==> config.mk <==
export PLATFORM = sky130hd
export DESIGN_NAME = enigma_key_frontend
export DESIGN_NICKNAME = d
export VERILOG_FILES = /design/src/rtl/enigma_pkg.sv /design/src/rtl/enigma_step_ctr.sv /design/src/rtl/enigma_key_frontend.sv
export SDC_FILE = /design/constraint.sdc
export NUM_CORES = 1
export LEC_CHECK = 0
export CORE_MARGIN = 2
export CORE_UTILIZATION = 35
export CTS_BUF_LIST = sky130_fd_sc_hd__clkbuf_8
export CTS_CLUSTER_DIAMETER = 120
export DETAILED_ROUTE_END_ITERATION = 12
export DONT_BUFFER_PORTS = 1
export PLACE_DENSITY = 0.48
export SYNTH_ARGS = -nofsm -noshare
export SYNTH_HDL_FRONTEND = slang
export SYNTH_SLANG_ARGS = --single-unit
==> constraint.sdc <==
create_clock -name clk -period 1.9 [get_ports clk]
set_input_delay 0.095 -clock clk [delete_from_list [all_inputs] [get_ports clk]]
set_output_delay 0.095 -clock clk [all_outputs]
set_load 0.005 [all_outputs]
==> src/rtl/enigma_pkg.sv <==
// enigma_pkg: shared types, constants and keystroke classification for the enigma frontend
package enigma_pkg;
  localparam int LETTERS = 26;
  localparam logic [7:0] ASCII_A = 8'h41;
  localparam logic [7:0] ASCII_LA = 8'h61;
  localparam logic [7:0] ASCII_Q = 8'h3F;
  typedef logic [4:0] letter_t;
  typedef enum logic [1:0] {IDLE, STEP, SETTLE, HOLD} state_t;
  // {is_letter, index}; case-insensitive
  function automatic logic [5:0] classify(input logic [7:0] c);
    return (c >= ASCII_A && c < ASCII_A + 8'(LETTERS)) ? {1'b1, 5'(c - ASCII_A)} :
           (c >= ASCII_LA && c < ASCII_LA + 8'(LETTERS)) ? {1'b1, 5'(c - ASCII_LA)} : 6'd0;
  endfunction
endpackage

==> src/rtl/enigma_step_ctr.sv <==
// enigma_step_ctr: one mod-26 rotor position with load, step and notch carry-out
module enigma_step_ctr
  import enigma_pkg::*;
#(
  parameter int NOTCH = 25
) (
  input  logic    clk,
  input  logic    rst_n,
  input  logic    load,
  input  letter_t init,
  input  logic    step,
  output letter_t pos,
  output logic    carry
);
  assign carry = step && pos == letter_t'(NOTCH);
  always_ff @(posedge clk)
    if (!rst_n) pos <= '0;
    else if (load) pos <= (init >= 5'(LETTERS)) ? init - 5'(LETTERS) : init;
    else if (step) pos <= (pos == 5'(LETTERS - 1)) ? '0 : pos + 5'd1;
endmodule

==> src/rtl/enigma_key_frontend.sv <==
// enigma_key_frontend: keystroke handshake, odometer rotor stepping and timed sampling of the rotor core
module enigma_key_frontend
  import enigma_pkg::*;
#(
  parameter int CORE_LAT      = 2,
  parameter int NOTCH0        = 25,
  parameter int NOTCH1        = 25,
  parameter int PASS_NONALPHA = 1
) (
  input  logic       clk,
  input  logic       rst_n,
  input  logic       load_pos,
  input  logic [4:0] pos_init_0,
  input  logic [4:0] pos_init_1,
  input  logic [4:0] pos_init_2,
  input  logic       in_valid,
  output logic       in_ready,
  input  logic [7:0] in_char,
  output logic [4:0] core_letter,
  output logic [4:0] core_pos0,
  output logic [4:0] core_pos1,
  output logic [4:0] core_pos2,
  input  logic [4:0] core_result,
  output logic       out_valid,
  input  logic       out_ready,
  output logic [7:0] out_char,
  output logic       busy
);
  localparam logic [3:0] LAT_LAST = 4'(CORE_LAT - 1);
  state_t state, state_nx;
  logic [3:0] cnt;
  logic [5:0] cls;
  logic accept, load_en, c0, c1, unused_carry, settle_done;
  assign cls = classify(in_char);
  assign accept = in_valid && in_ready;
  assign load_en = state == IDLE && load_pos;
  assign settle_done = state == SETTLE && cnt == LAT_LAST;
  enigma_step_ctr #(.NOTCH(NOTCH0)) u_ctr0 (
    .clk(clk), .rst_n(rst_n), .load(load_en), .init(pos_init_0),
    .step(state == STEP), .pos(core_pos0), .carry(c0)
  );
  enigma_step_ctr #(.NOTCH(NOTCH1)) u_ctr1 (
    .clk(clk), .rst_n(rst_n), .load(load_en), .init(pos_init_1),
    .step(c0), .pos(core_pos1), .carry(c1)
  );
  enigma_step_ctr #(.NOTCH(0)) u_ctr2 (
    .clk(clk), .rst_n(rst_n), .load(load_en), .init(pos_init_2),
    .step(c1), .pos(core_pos2), .carry(unused_carry)
  );
  always_ff @(posedge clk)
    if (!rst_n) state <= IDLE;
    else state <= state_nx;
  always_comb begin
    state_nx = state;
    case (state)
      IDLE:    if (accept) state_nx = cls[5] ? STEP : (PASS_NONALPHA != 0) ? HOLD : IDLE;
      STEP:    state_nx = SETTLE;
      SETTLE:  if (settle_done) state_nx = HOLD;
      HOLD:    if (out_ready) state_nx = IDLE;
      default: state_nx = IDLE;
    endcase
  end
  always_comb begin
    in_ready = rst_n && state == IDLE && !load_pos;
    busy = state != IDLE;
  end
  // letter and positions only move at accept/STEP so the core inputs stay stable while settling
  always_ff @(posedge clk)
    if (!rst_n) begin
      core_letter <= '0;
      cnt <= '0;
      out_valid <= 1'b0;
      out_char <= 8'h00;
    end else begin
      if (accept && cls[5]) core_letter <= cls[4:0];
      cnt <= (state == SETTLE) ? cnt + 4'd1 : 4'd0;
      if (accept && !cls[5] && PASS_NONALPHA != 0) begin
        out_char <= in_char;
        out_valid <= 1'b1;
      end else if (settle_done) begin
        out_char <= (core_result > 5'(LETTERS - 1)) ? ASCII_Q : ASCII_A + 8'(core_result);
        out_valid <= 1'b1;
      end else if (state == HOLD && out_ready) begin
        out_valid <= 1'b0;
      end
    end
endmodule

# --- Word-level counts from Yosys, hierarchy flattened ---
# Cells that the tools add are included.
op_classes:
  n_addsub: 10
  order_cmp: 8
  n_eq_ne: 10
  muxes: 25
  reduce_logical: 23
op_table:
  columns: ["op", "n"]
  rows:
  - ["5-bit 2-to-1 mux", 12]
  - ["8-bit 2-to-1 mux", 3]
  - ["8-bit by 7-bit >= comparator with 1-bit output, second input constant", 2]
  - ["8-bit by 7-bit < comparator with 1-bit output, second input constant", 2]
  - ["5-bit by 1-bit adder with 5-bit output, second input constant", 3]
  - ["5-bit == test, second input constant", 3]
  - ["5-bit >= comparator, second input constant", 3]
  - ["5-bit subtractor, second input constant", 3]
  - ["1-bit logical AND", 12]
  - ["6-bit 2-to-1 mux", 2]
  - ["2-bit nonzero test", 5]
  - ["5-bit by 1-bit subtractor with 5-bit output, second input constant", 2]
  - ["7-bit by 5-bit adder with 8-bit output, first input constant", 1]
  - ["2-bit 2-to-1 mux", 4]
  - ["2-bit one-hot mux with 4 select lines", 1]
  - ["2-bit inequality test, second input constant", 3]
  - ["5-bit > comparator, second input constant", 1]
  - ["4-bit by 1-bit adder with 4-bit output, second input constant", 1]
  - ["2-bit == test, second input constant", 2]
  - ["4-bit by 1-bit == test with 1-bit output, second input constant", 1]
  - ["1-bit 2-to-1 mux", 3]
  - ["3-bit AND reduction", 1]
  - ["3-bit nonzero test", 1]
  - ["2-bit by 1-bit == test with 1-bit output, second input constant", 1]
  - ["3 further kinds", 4]
word_totals:
  register_bits: 35
  inputBits: 33
  out_inout_bits: 31
  elab_cells: 84

# --- Logic depth before layout (Yosys ltp) ---
# Gate-level depths: netlist (run 1).
depth:
  word_depth: 7
  mapped_depth: 8
  ltp_nobuf: 7

# --- Cells and area by module ---
# Synthesis (run 1) repeated with hierarchy kept, for this count alone.
hier_totals:
  cells_unflattened: 297
  area_unflattened_um2: 2512.4
modules_own_cells:
  columns: ["mod", "instances", "cells_per_inst", "area_per_inst_um2", "seq_area_each_um2"]
  rows:
  - ["enigma_key_frontend", 1, 131, 1206.2, 400.4]
  - ["enigma_step_ctr (u_ctr0 ...)", 2, 53, 426.7, 100.1]
  - ["enigma_step_ctr (u_ctr2)", 1, 60, 452.9, 100.1]

# --- Worst setup path before layout (run 1) ---
# Ideal clock, no wire load.
synth_timing:
  path_kind: "reg2reg"
  from: "register u_ctr1.pos[0]"
  to: "register u_ctr2.pos[2]"
  setup_ns: 0.115
  t_arrival_ns: 1.608
  required_ns: 1.785
  setup_slack_ns: 0.177
  stages_incl_launch_ff: 7
  path_buffers: 0
  period_less_slack_ns: 1.723
  path_cell_list: "dfxtp_1 -> ha_1 -> nand3_1 -> o21ai_0 -> nand2_1 -> o21a_1 -> o21a_1"
synth_via:
  elab_chain_cells: 3
synth_lines:
  columns: ["element", "line", "rtl"]
  rows:
  - ["start, declared", "enigma_step_ctr.sv:12", "output letter_t pos,"]
  - ["start signal, assigned", "enigma_step_ctr.sv:18", "else if (load) pos <= (init >= 5'(LETTERS)) ? init - 5'(LETTERS) : init;"]
  - ["start signal, assigned", "enigma_step_ctr.sv:19", "else if (step) pos <= (pos == 5'(LETTERS - 1)) ? '0 : pos + 5'd1;"]
  - ["5-bit == test", "enigma_step_ctr.sv:15", "assign carry = step && pos == letter_t'(NOTCH);"]
  - ["1-bit logical AND", "enigma_step_ctr.sv:15", null]
  - ["2-bit nonzero test (no line)", null, null]
  - ["end signal, assigned", "enigma_step_ctr.sv:18", null]
  - ["end signal, assigned", "enigma_step_ctr.sv:19", null]
  - ["end, declared", "enigma_step_ctr.sv:12", null]
# No other way between the ends.
# A chain may end at the register's enable or synchronous reset.

# --- Worst setup path in the final report (run 1) ---
layout_timing:
  from: "register state[0]"
  to: "register u_ctr2.pos[3]"
layout_via:
  elab_chain_cells: 4
  word_cells_on_any_way: 7
  classes_between: "eq/ne: 1; mux: 1; reduce/logical: 5"
layout_lines:
  columns: ["element", "line", "rtl"]
  rows:
  - ["start, declared", "enigma_key_frontend.sv:30", "state_t state, state_nx;"]
  - ["start signal, assigned", "enigma_key_frontend.sv:52", "else state <= state_nx;"]
  - ["2-bit by 1-bit == test with 1-bit output", "enigma_key_frontend.sv:40", ".step(state == STEP), .pos(core_pos0), .carry(c0)"]
  - ["1-bit logical AND (2 in a row)", "enigma_step_ctr.sv:15", null]
  - ["2-bit nonzero test (no line)", null, null]
# Parallel ways exist; a longest one is shown, timed or not.

==> qor.log, run 1 <==
INFO  worst_setup_path endpoint=u_ctr2.pos[3]
INFO  synthesis      ys_ff_latch=35
INFO  route          routed_wirelength=6048um
INFO  timing         worst_hold_slack=0.01595ns
INFO  grt            grt.total_usage=17.24%
INFO  worst_setup_path rrSetupSlack=0.16ns
INFO  finish         finish.utilization=42.23%
INFO  placed_design  place_ws=0.06180ns
INFO  worst_setup_path worstSetupPathDepth=7
INFO  synthesis      synth.largest_area_cell=sky130_fd_sc_hd__dfxtp_1
INFO  floorplan      core-area=6314um2
INFO  synthesis      netlist.area_leader.share=30.85%
INFO  cts            cts_sinks=35
INFO  floorplan      die_h=84.55um
INFO  route          route.detailed.drc=0
INFO  power          vdd_ir_drop_max=0.3711mV
INFO  grt            initial_antenna_violation_count=0
INFO  route          detail_route.first_pass.iterations=4
INFO  synthesis      postSynth.asyncResetShare=0%
INFO  timing         final_setup_slack_of_the_worst_path=0.1575ns
INFO  finish         syn2layout_area_growth=17.41%
INFO  route          antenna_left=0
INFO  worst_setup_path worstSetupStartpoint=state[0]
INFO  finish         final_common_cell=sky130_fd_sc_hd__dfxtp_1
INFO  timing         worst_slew_margin_rel=60.08%
INFO  power          power_density=918.7nW/um2
INFO  synthesis      yosysUniqueCellTypes=46
INFO  synthesis      syn-mean-instance-area=7.858um2
INFO  finish         num_antenna_cells=0
INFO  worst_setup_path r2r.worst_path.cells=7
INFO  worst_setup_path reg2reg_to=u_ctr2.pos[3]
INFO  timing         tns_setup=0ns
INFO  route          routed_wire_length_per_instance=15.35um
INFO  cts            htreeDepth=2
INFO  worst_setup_path crit_path_cell_trace=inv_1, ha_1, and2_1, nand2_1, o32ai_1, nand3_1, a21oi_1
INFO  power          internal_power=1.514mW
INFO  synthesis      synth-warning-count=0
INFO  floorplan      io-pin-count=64
INFO  synthesis      synthTopCellsByArea=sky130_fd_sc_hd__dfxtp_1 31%, sky130_fd_sc_hd__ha_1 12%, sky130_fd_sc_hd__nand2_1 5.6%
INFO  finish         final_net_count=370
INFO  cts            cts_buffers=5
INFO  route          avgViaCountPerCell=5.480
INFO  cts            clk_root_buffer_cell=sky130_fd_sc_hd__clkbuf_8
INFO  placed_design  port-buffer-count=0
INFO  timing         worst-slew-pin-transition=0.5951ns
INFO  placed_design  gp_routability_congestion=0.7529
INFO  timing         rsz0062_at_grt=false
INFO  floorplan      chipWidth=84.55um
INFO  synthesis      fraction_of_the_yosys_area_taken_by_sequential_cells=30.85%
INFO  cts            clk_pin_slew_worst_paths=0.07ns
INFO  timing         final_hold_viol_count=0
INFO  power          power_frac_seq=38.2%
INFO  worst_hold_path min_path_type=in2reg
INFO  timing         setup_violations=0
INFO  power          sw_frac_of_total=38.21%
INFO  worst_setup_path critical_path.reg2reg.startpoint=state[0]
INFO  floorplan      die-area=7149um2
INFO  synthesis      number_of_enable_type_register_cells_in_the_synthesized_netlist=0
INFO  power          share_of_total_power_in_combinational_logic=40.8%
INFO  grt            global_route_wire_length_before_repair=10,110um
INFO  worst_setup_path worst-setup-path-type=reg2reg
INFO  cts            cts_tree=done
INFO  floorplan      initial_core_util=35.97%
INFO  timing         clock.fmax=573.9MHz
INFO  floorplan      rows=29
INFO  finish         drive_above_1_share=9.148%
INFO  cts            ctsLongestPathBuffers=2
INFO  grt            overflow=0
INFO  power          post-layout-total-power=2.449mW
INFO  timing         final.min_clock_period=1.742ns
INFO  timing         timing_max_transition_violations_final=0
INFO  worst_setup_path critical_path_capture_point_type=flop
INFO  route          first_iter_violations=127
INFO  grt            grt_max_degree=20
INFO  power          power.clock.fraction=21.0%
INFO  worst_setup_path crit_fanout=13
INFO  worst_setup_path critical-path-slowest-cell=sky130_fd_sc_hd__and2_1
INFO  synthesis      post_synth_instance_area=2271um2
INFO  flow_run       max-cap-violations=0
INFO  placed_design  detailed_place_hpwl=4597um
INFO  worst_setup_path cp_data_arrival_time=1.95ns
INFO  worst_setup_path cp_data_required_time=2.11ns
INFO  cts            clock_latency=0.29ns
INFO  route          dr_total_vias=2,159
INFO  synthesis      synth_top_flop_cell=sky130_fd_sc_hd__dfxtp_1
INFO  timing         final_min_period_over_clock_period=91.71%
INFO  worst_setup_path cp_slowest_stage_delay=0.50ns
INFO  power          leakage=1.019nW
INFO  grt            grt_pass1_vias=2,083
INFO  run_status     outcome=completed
INFO  worst_setup_path cp-start-kind=flop
INFO  synthesis      post_synth_inst_count=289
INFO  finish         most-common-layout-cells=34 x sky130_fd_sc_hd__dfxtp_1, 33 x sky130_fd_sc_hd__nand2_1, 24 x sky130_fd_sc_hd__o21ai_0
INFO  timing         fin_worst_skew=0.008473ns
INFO  worst_setup_path worst_path_dominant_cell_family=simple AND/OR/NAND/NOR gates
INFO  worst_setup_path cp_num_buf_inv=1
INFO  power          power_switching=0.9359mW
INFO  synthesis      syn_nets=343
cells in the mapped netlist (5+ instances only):
master,n
sky130_fd_sc_hd__nor3_1,7
sky130_fd_sc_hd__dfxtp_1,35
sky130_fd_sc_hd__a211oi_1,7
sky130_fd_sc_hd__clkbuf_1,5
sky130_fd_sc_hd__nor2_1,20
sky130_fd_sc_hd__nor2b_1,5
sky130_fd_sc_hd__o211ai_1,9
sky130_fd_sc_hd__a31oi_1,11
sky130_fd_sc_hd__a21oi_1,24
sky130_fd_sc_hd__o22ai_1,7
sky130_fd_sc_hd__nand2_1,34
sky130_fd_sc_hd__nand3_1,12
sky130_fd_sc_hd__ha_1,21
sky130_fd_sc_hd__o21ai_0,24
sky130_fd_sc_hd__inv_1,20
worst reg2reg max path, stage by stage (launching register included):
cell and delay (ns):
sky130_fd_sc_hd__dfxtp_2 0.34, sky130_fd_sc_hd__inv_1 0.10, sky130_fd_sc_hd__ha_1 0.26, sky130_fd_sc_hd__and2_1 0.51, sky130_fd_sc_hd__nand2_1 0.12, sky130_fd_sc_hd__o32ai_1 0.13, sky130_fd_sc_hd__nand3_1 0.11, sky130_fd_sc_hd__a21oi_1 0.12
stage by stage:
step,cells,area [um2]
after detailed placement,374,2450
after CTS,394,2651
after floorplan,289,2271
final,394,2666
after global placement,374,2450
after global routing,394,2666
timing repair:
item / 4_1_cts / 5_1_grt
hold buffers: 12 / 0
setup endpoints to repair: 0 / 6
gates resized for setup: 0 / 5
setup buffers: 0 / 0
hold endpoints to repair: 20 / 0
layer usage:
| layer | up-vias | wire [um] | global-route usage [%] |
|---|---|---|---|
| li1 | 1103 | - | - |
| met1 | 998 | 2940 | 23.00 |
| met2 | 56 | 2692 | 26.41 |
| met3 | 2 | 387 | 5.703 |
| met4 | 0 | 29 | 5.339 |
| met5 | - | 0 | 0 |
sequential cells by signal (all words and copies together), names as in the netlist:
register and flops:
u_ctr0.pos 5, out_valid 1, core_letter 5, u_ctr2.pos 5, u_ctr1.pos 5, state 2
cnt 4, out_char 8
how the worst min path moves through the flow:
stage | to | cells past startpoint | from | slack [ns]
3_5_place_dp | core_letter[0] | 1 | in_char[0] | 0.19
4_1_cts | cnt[1] | 2 | rst_n | 0.003
6_report | cnt[1] | 2 | rst_n | 0.02
5_1_grt | cnt[1] | 2 | rst_n | 0.009
2_1_floorplan | core_letter[0] | 1 | in_char[0] | 0.19
3_3_place_gp | core_letter[0] | 1 | in_char[0] | 0.19
cells by family (layout without fill, tap and decap cells):
| group | Yosys count | in the layout | synth area share [%] |
|---|---|---|---|
| multiplexers | 2 | 2 | 0.8816 |
| XOR/XNOR | 7 | 7 | 2.700 |
| AO/OA/AOI/OAI | 97 | 97 | 27.33 |
| buffers and inverters | 27 | 55 | 4.462 |
| flip-flops | 35 | 35 | 30.85 |
| adder cells (fa/ha/maj) | 21 | 21 | 11.57 |
| AND/OR/NAND/NOR | 100 | 100 | 22.20 |
area by class of cell:
cell class | instances | area, um2
fill | 680 | 3647
sequential | 35 | 701.9
multi-input combinational | 227 | 1479
clock inverter | 3 | 12.51
clock buffer | 5 | 68.82
timing repair buffer | 26 | 229.0
inverter | 21 | 78.83
tap | 77 | 96.34
power by group through the flow:
stage	clock (mW)	combinational, mW	sequential (mW)
after floorplan	0	0.644	0.958
after global placement	0	0.951	0.949
after detailed placement	0	0.944	0.951
after CTS	0.544	0.975	0.934
after global routing	0.577	1.13	0.951
final	0.514	1.00	0.935
Power figures use the tool's default switching activity.
==> inputs of run 2 (changes only) <==
--- a/config.mk
+++ b/config.mk
@@ -8,7 +8,7 @@
 export CORE_MARGIN = 2
 export CORE_UTILIZATION = 35
 export CTS_BUF_LIST = sky130_fd_sc_hd__clkbuf_8
-export CTS_CLUSTER_DIAMETER = 120
+export CTS_CLUSTER_DIAMETER = 50
 export DETAILED_ROUTE_END_ITERATION = 12
 export DONT_BUFFER_PORTS = 1
 export PLACE_DENSITY = 0.48
==> constraint.sdc (replaced) <==
create_clock -name clk -period 2.2 [get_ports clk]
set_input_delay 0.22 -clock clk [delete_from_list [all_inputs] [get_ports clk]]
set_output_delay 0.22 -clock clk [all_outputs]
set_load 0.005 [all_outputs]
==> qor.log, run 2 (synthesis gave the netlist of run 1 again) <==
INFO  worst_setup_path cp-start-kind=flop
INFO  worst_setup_path worst-setup-path-type=reg2reg
INFO  worst_setup_path critical_path.reg2reg.startpoint=state[0]
INFO  timing         rsz0062_at_grt=false
INFO  timing         final_min_period_over_clock_period=83.25% [-8.5 points]
INFO  worst_setup_path cp_data_arrival_time=2.01ns [+0.06 ns]
INFO  power          sw_frac_of_total=37.30% [-0.91 points]
INFO  cts            ctsLongestPathBuffers=2 [unchanged]
INFO  grt            global_route_wire_length_before_repair=9522um [-5.8%]
INFO  power          power_density=839.8nW/um2 [-8.6%]
INFO  finish         final_net_count=351 [-5.1%]
INFO  power          power_frac_seq=40.3% [+2.1 points]
INFO  grt            grt_max_degree=16 [-20%]
INFO  floorplan      die_h=84.55um [unchanged]
INFO  route          antenna_left=0 [unchanged]
INFO  power          leakage=0.9332nW [-8.4%]
INFO  finish         most-common-layout-cells=35 x sky130_fd_sc_hd__dfxtp_1, 34 x sky130_fd_sc_hd__nand2_1, 24 x sky130_fd_sc_hd__o21ai_0, 24 x sky130_fd_sc_hd__a21oi_1
INFO  cts            clk_pin_slew_worst_paths=0.07ns [about the same]
INFO  finish         sequential_cell_area=700.7um2 [-0.18%]
INFO  grt            overflow=0 [unchanged]
INFO  worst_setup_path crit_fanout=5 [-8]
INFO  power          power_switching=0.7824mW [-16%]
INFO  grt            grt_pass1_vias=1,993 [-4.3%]
INFO  cts            htreeDepth=2 [unchanged]
INFO  finish         registers.top_by_ff_count=out_char
INFO  run_status     outcome=completed
INFO  finish         postLayoutCellArea=2497um2 [-6.3%]
INFO  floorplan      io-pin-count=64 [unchanged]
INFO  route          detail_route.first_pass.iterations=4 [unchanged]
INFO  route          first_iter_violations=127 [unchanged]
INFO  worst_setup_path worstSetupStartpoint=state[0]
INFO  grt            grt.total_usage=16.44% [-0.80 points]
INFO  cts            cts.hold.buffers_added=0 [-12]
INFO  cts            post_cts_setup_driven_buffer_insertion_count=0 [unchanged]
INFO  route          routed_wire_length_per_instance=15.17um [-1.2%]
INFO  cts            cts_tree=done
INFO  timing         final_setup_slack_of_the_worst_path=0.3685ns [+0.2110 ns]
INFO  placed_design  detailed_place_hpwl=4441um [-3.4%]
INFO  route          dr_total_vias=2,043 [-5.4%]
INFO  timing         worst_slew_margin_rel=62.09% [+2.0 points]
INFO  finish         drive_above_1_share=6.376% [-2.8 points]
INFO  cts            cts_buffers=5 [unchanged]
INFO  power          internal_power=1.315mW [-13%]
INFO  timing         timing_max_transition_violations_final=0 [unchanged]
INFO  worst_setup_path rrSetupSlack=0.37ns [+0.21 ns]
INFO  flow_run       max-cap-violations=0 [unchanged]
INFO  floorplan      chipWidth=84.55um [unchanged]
INFO  placed_design  dpl.cell_count=367 [-1.9%]
INFO  route          avgViaCountPerCell=5.448 [-0.58%]
INFO  placed_design  port-buffer-count=0 [unchanged]
INFO  placed_design  gp_routability_congestion=0.7911 [+5.1%]
INFO  worst_hold_path holdCritStartpoint=in_char[0]
INFO  timing         worst-slew-pin-transition=0.5687ns [-0.02642 ns]
INFO  finish         syn2layout_area_growth=9.973%
INFO  route          route.detailed.drc=0 [unchanged]
INFO  finish         multi_input_area=1469um2 [-0.68%]
INFO  placed_design  place_ws=0.3871ns [+0.3253 ns]
INFO  timing         setup_violations=0 [unchanged]
INFO  floorplan      initial_core_util=35.97% [unchanged]
INFO  route          routed_wirelength=5687um [-6.0%]
INFO  floorplan      core-area=6314um2 [unchanged]
INFO  power          vdd_ir_drop_max=0.4276mV [+15%]
INFO  finish         finish.cell_count_without_fillers=375 [-4.8%]
INFO  cts            cts_sinks=35 [unchanged]
INFO  timing         final.min_clock_period=1.831ns [+0.08900 ns]
INFO  timing         tns_setup=0ns [unchanged]
INFO  floorplan      die-area=7149um2 [unchanged]
INFO  timing         final_hold_viol_count=0 [unchanged]
INFO  finish         largest_register_ff_count=8 [unchanged]
INFO  finish         num_antenna_cells=0 [unchanged]
INFO  floorplan      rows=29 [unchanged]
INFO  worst_setup_path critical_path_capture_point_type=flop
INFO  power          share_of_total_power_in_combinational_logic=35.1% [-5.7 points]
INFO  cts            post_cts_resize_count=0 [unchanged]
INFO  worst_setup_path cp_data_required_time=2.38ns [+0.27 ns]
INFO  power          power.clock.fraction=24.6% [+3.6 points]
INFO  worst_hold_path min_path_type=in2reg
INFO  timing         fin_worst_skew=0.004348ns [-0.004125 ns]
INFO  timing         clock.fmax=546.0MHz [-4.9%]
INFO  cts            clk_root_buffer_cell=sky130_fd_sc_hd__clkbuf_8
INFO  grt            initial_antenna_violation_count=0 [unchanged]
INFO  cts            clock_latency=0.29ns [about the same]
INFO  finish         final_common_cell=sky130_fd_sc_hd__dfxtp_1
INFO  placed_design  placed_area=2397um2 [-2.1%]
INFO  finish         fill_cells=694 [+2.1%]
## run 2: changes by cell type in the layout (fill, tap and decap cells not counted), moves of 2 or more
cell,previous run,this run
sky130_fd_sc_hd__a21oi_1,22,24
sky130_fd_sc_hd__a21oi_2,2,0
sky130_fd_sc_hd__buf_4,13,7
sky130_fd_sc_hd__clkbuf_8,5,7
sky130_fd_sc_hd__dlygate4sd3_1,12,0
## run 2: per-layer routing
metal	part of all wire (%)	wire [um]	vias to the layer above	global-route usage, %
li1	-	-	1062	-
met1	48	2754	923	22.22
met2	44	2517	52	25.34
met3	6.2	352	6	5.015
met4	1.1	62	0	4.762
met5	0	0	-	0
## run 2: layout make-up
cell class | count | share of cell area, %
clock buffer | 7 | 3.858
timing repair buffer | 7 | 2.104
sequential | 35 | 28.06
multi-input combinational | 227 | 58.82
tap | 77 | 3.858
inverter | 21 | 3.156
clock inverter | 1 | 0.1503
## run 2: worst paths after layout
kind / to / cells after the start
worst max register to register: u_ctr2.pos[1] / 8
worst min register to register: cnt[0] / 1
worst max-delay path: u_ctr2.pos[1] / 8
worst min-delay path: core_letter[0] / 1
## run 2: stage by stage
stage / hold WS (ns) / utilization [%] / power, mW
after floorplan: 0.3156 / - / 1.384
after CTS: 0.007268 / 39.56 / 2.127
final: 0.01588 / 39.56 / 2.097
after detailed placement: 0.3196 / 37.97 / 1.598
after global routing: 0.01896 / 39.56 / 2.275
after global placement: 0.3193 / 37.97 / 1.607
## run 2: power groups by stage
stage	Sequential, mW	Combinational, mW	Clock, mW
after floorplan	0.827	0.556	0
after global placement	0.862	0.745	0
after detailed placement	0.862	0.736	0
after CTS	0.846	0.742	0.538
after global routing	0.862	0.849	0.563
final	0.845	0.736	0.516
## run 2: worst max-delay path, stage by stage, from the launching register on
cell and delay, ns:
sky130_fd_sc_hd__dfxtp_1 0.38, sky130_fd_sc_hd__inv_1 0.10, sky130_fd_sc_hd__ha_1 0.25, sky130_fd_sc_hd__a21oi_1 0.32
sky130_fd_sc_hd__a21oi_1 0.11, sky130_fd_sc_hd__buf_4 0.17, sky130_fd_sc_hd__and2_1 0.18, sky130_fd_sc_hd__o21ai_0 0.15
sky130_fd_sc_hd__a21oi_1 0.06
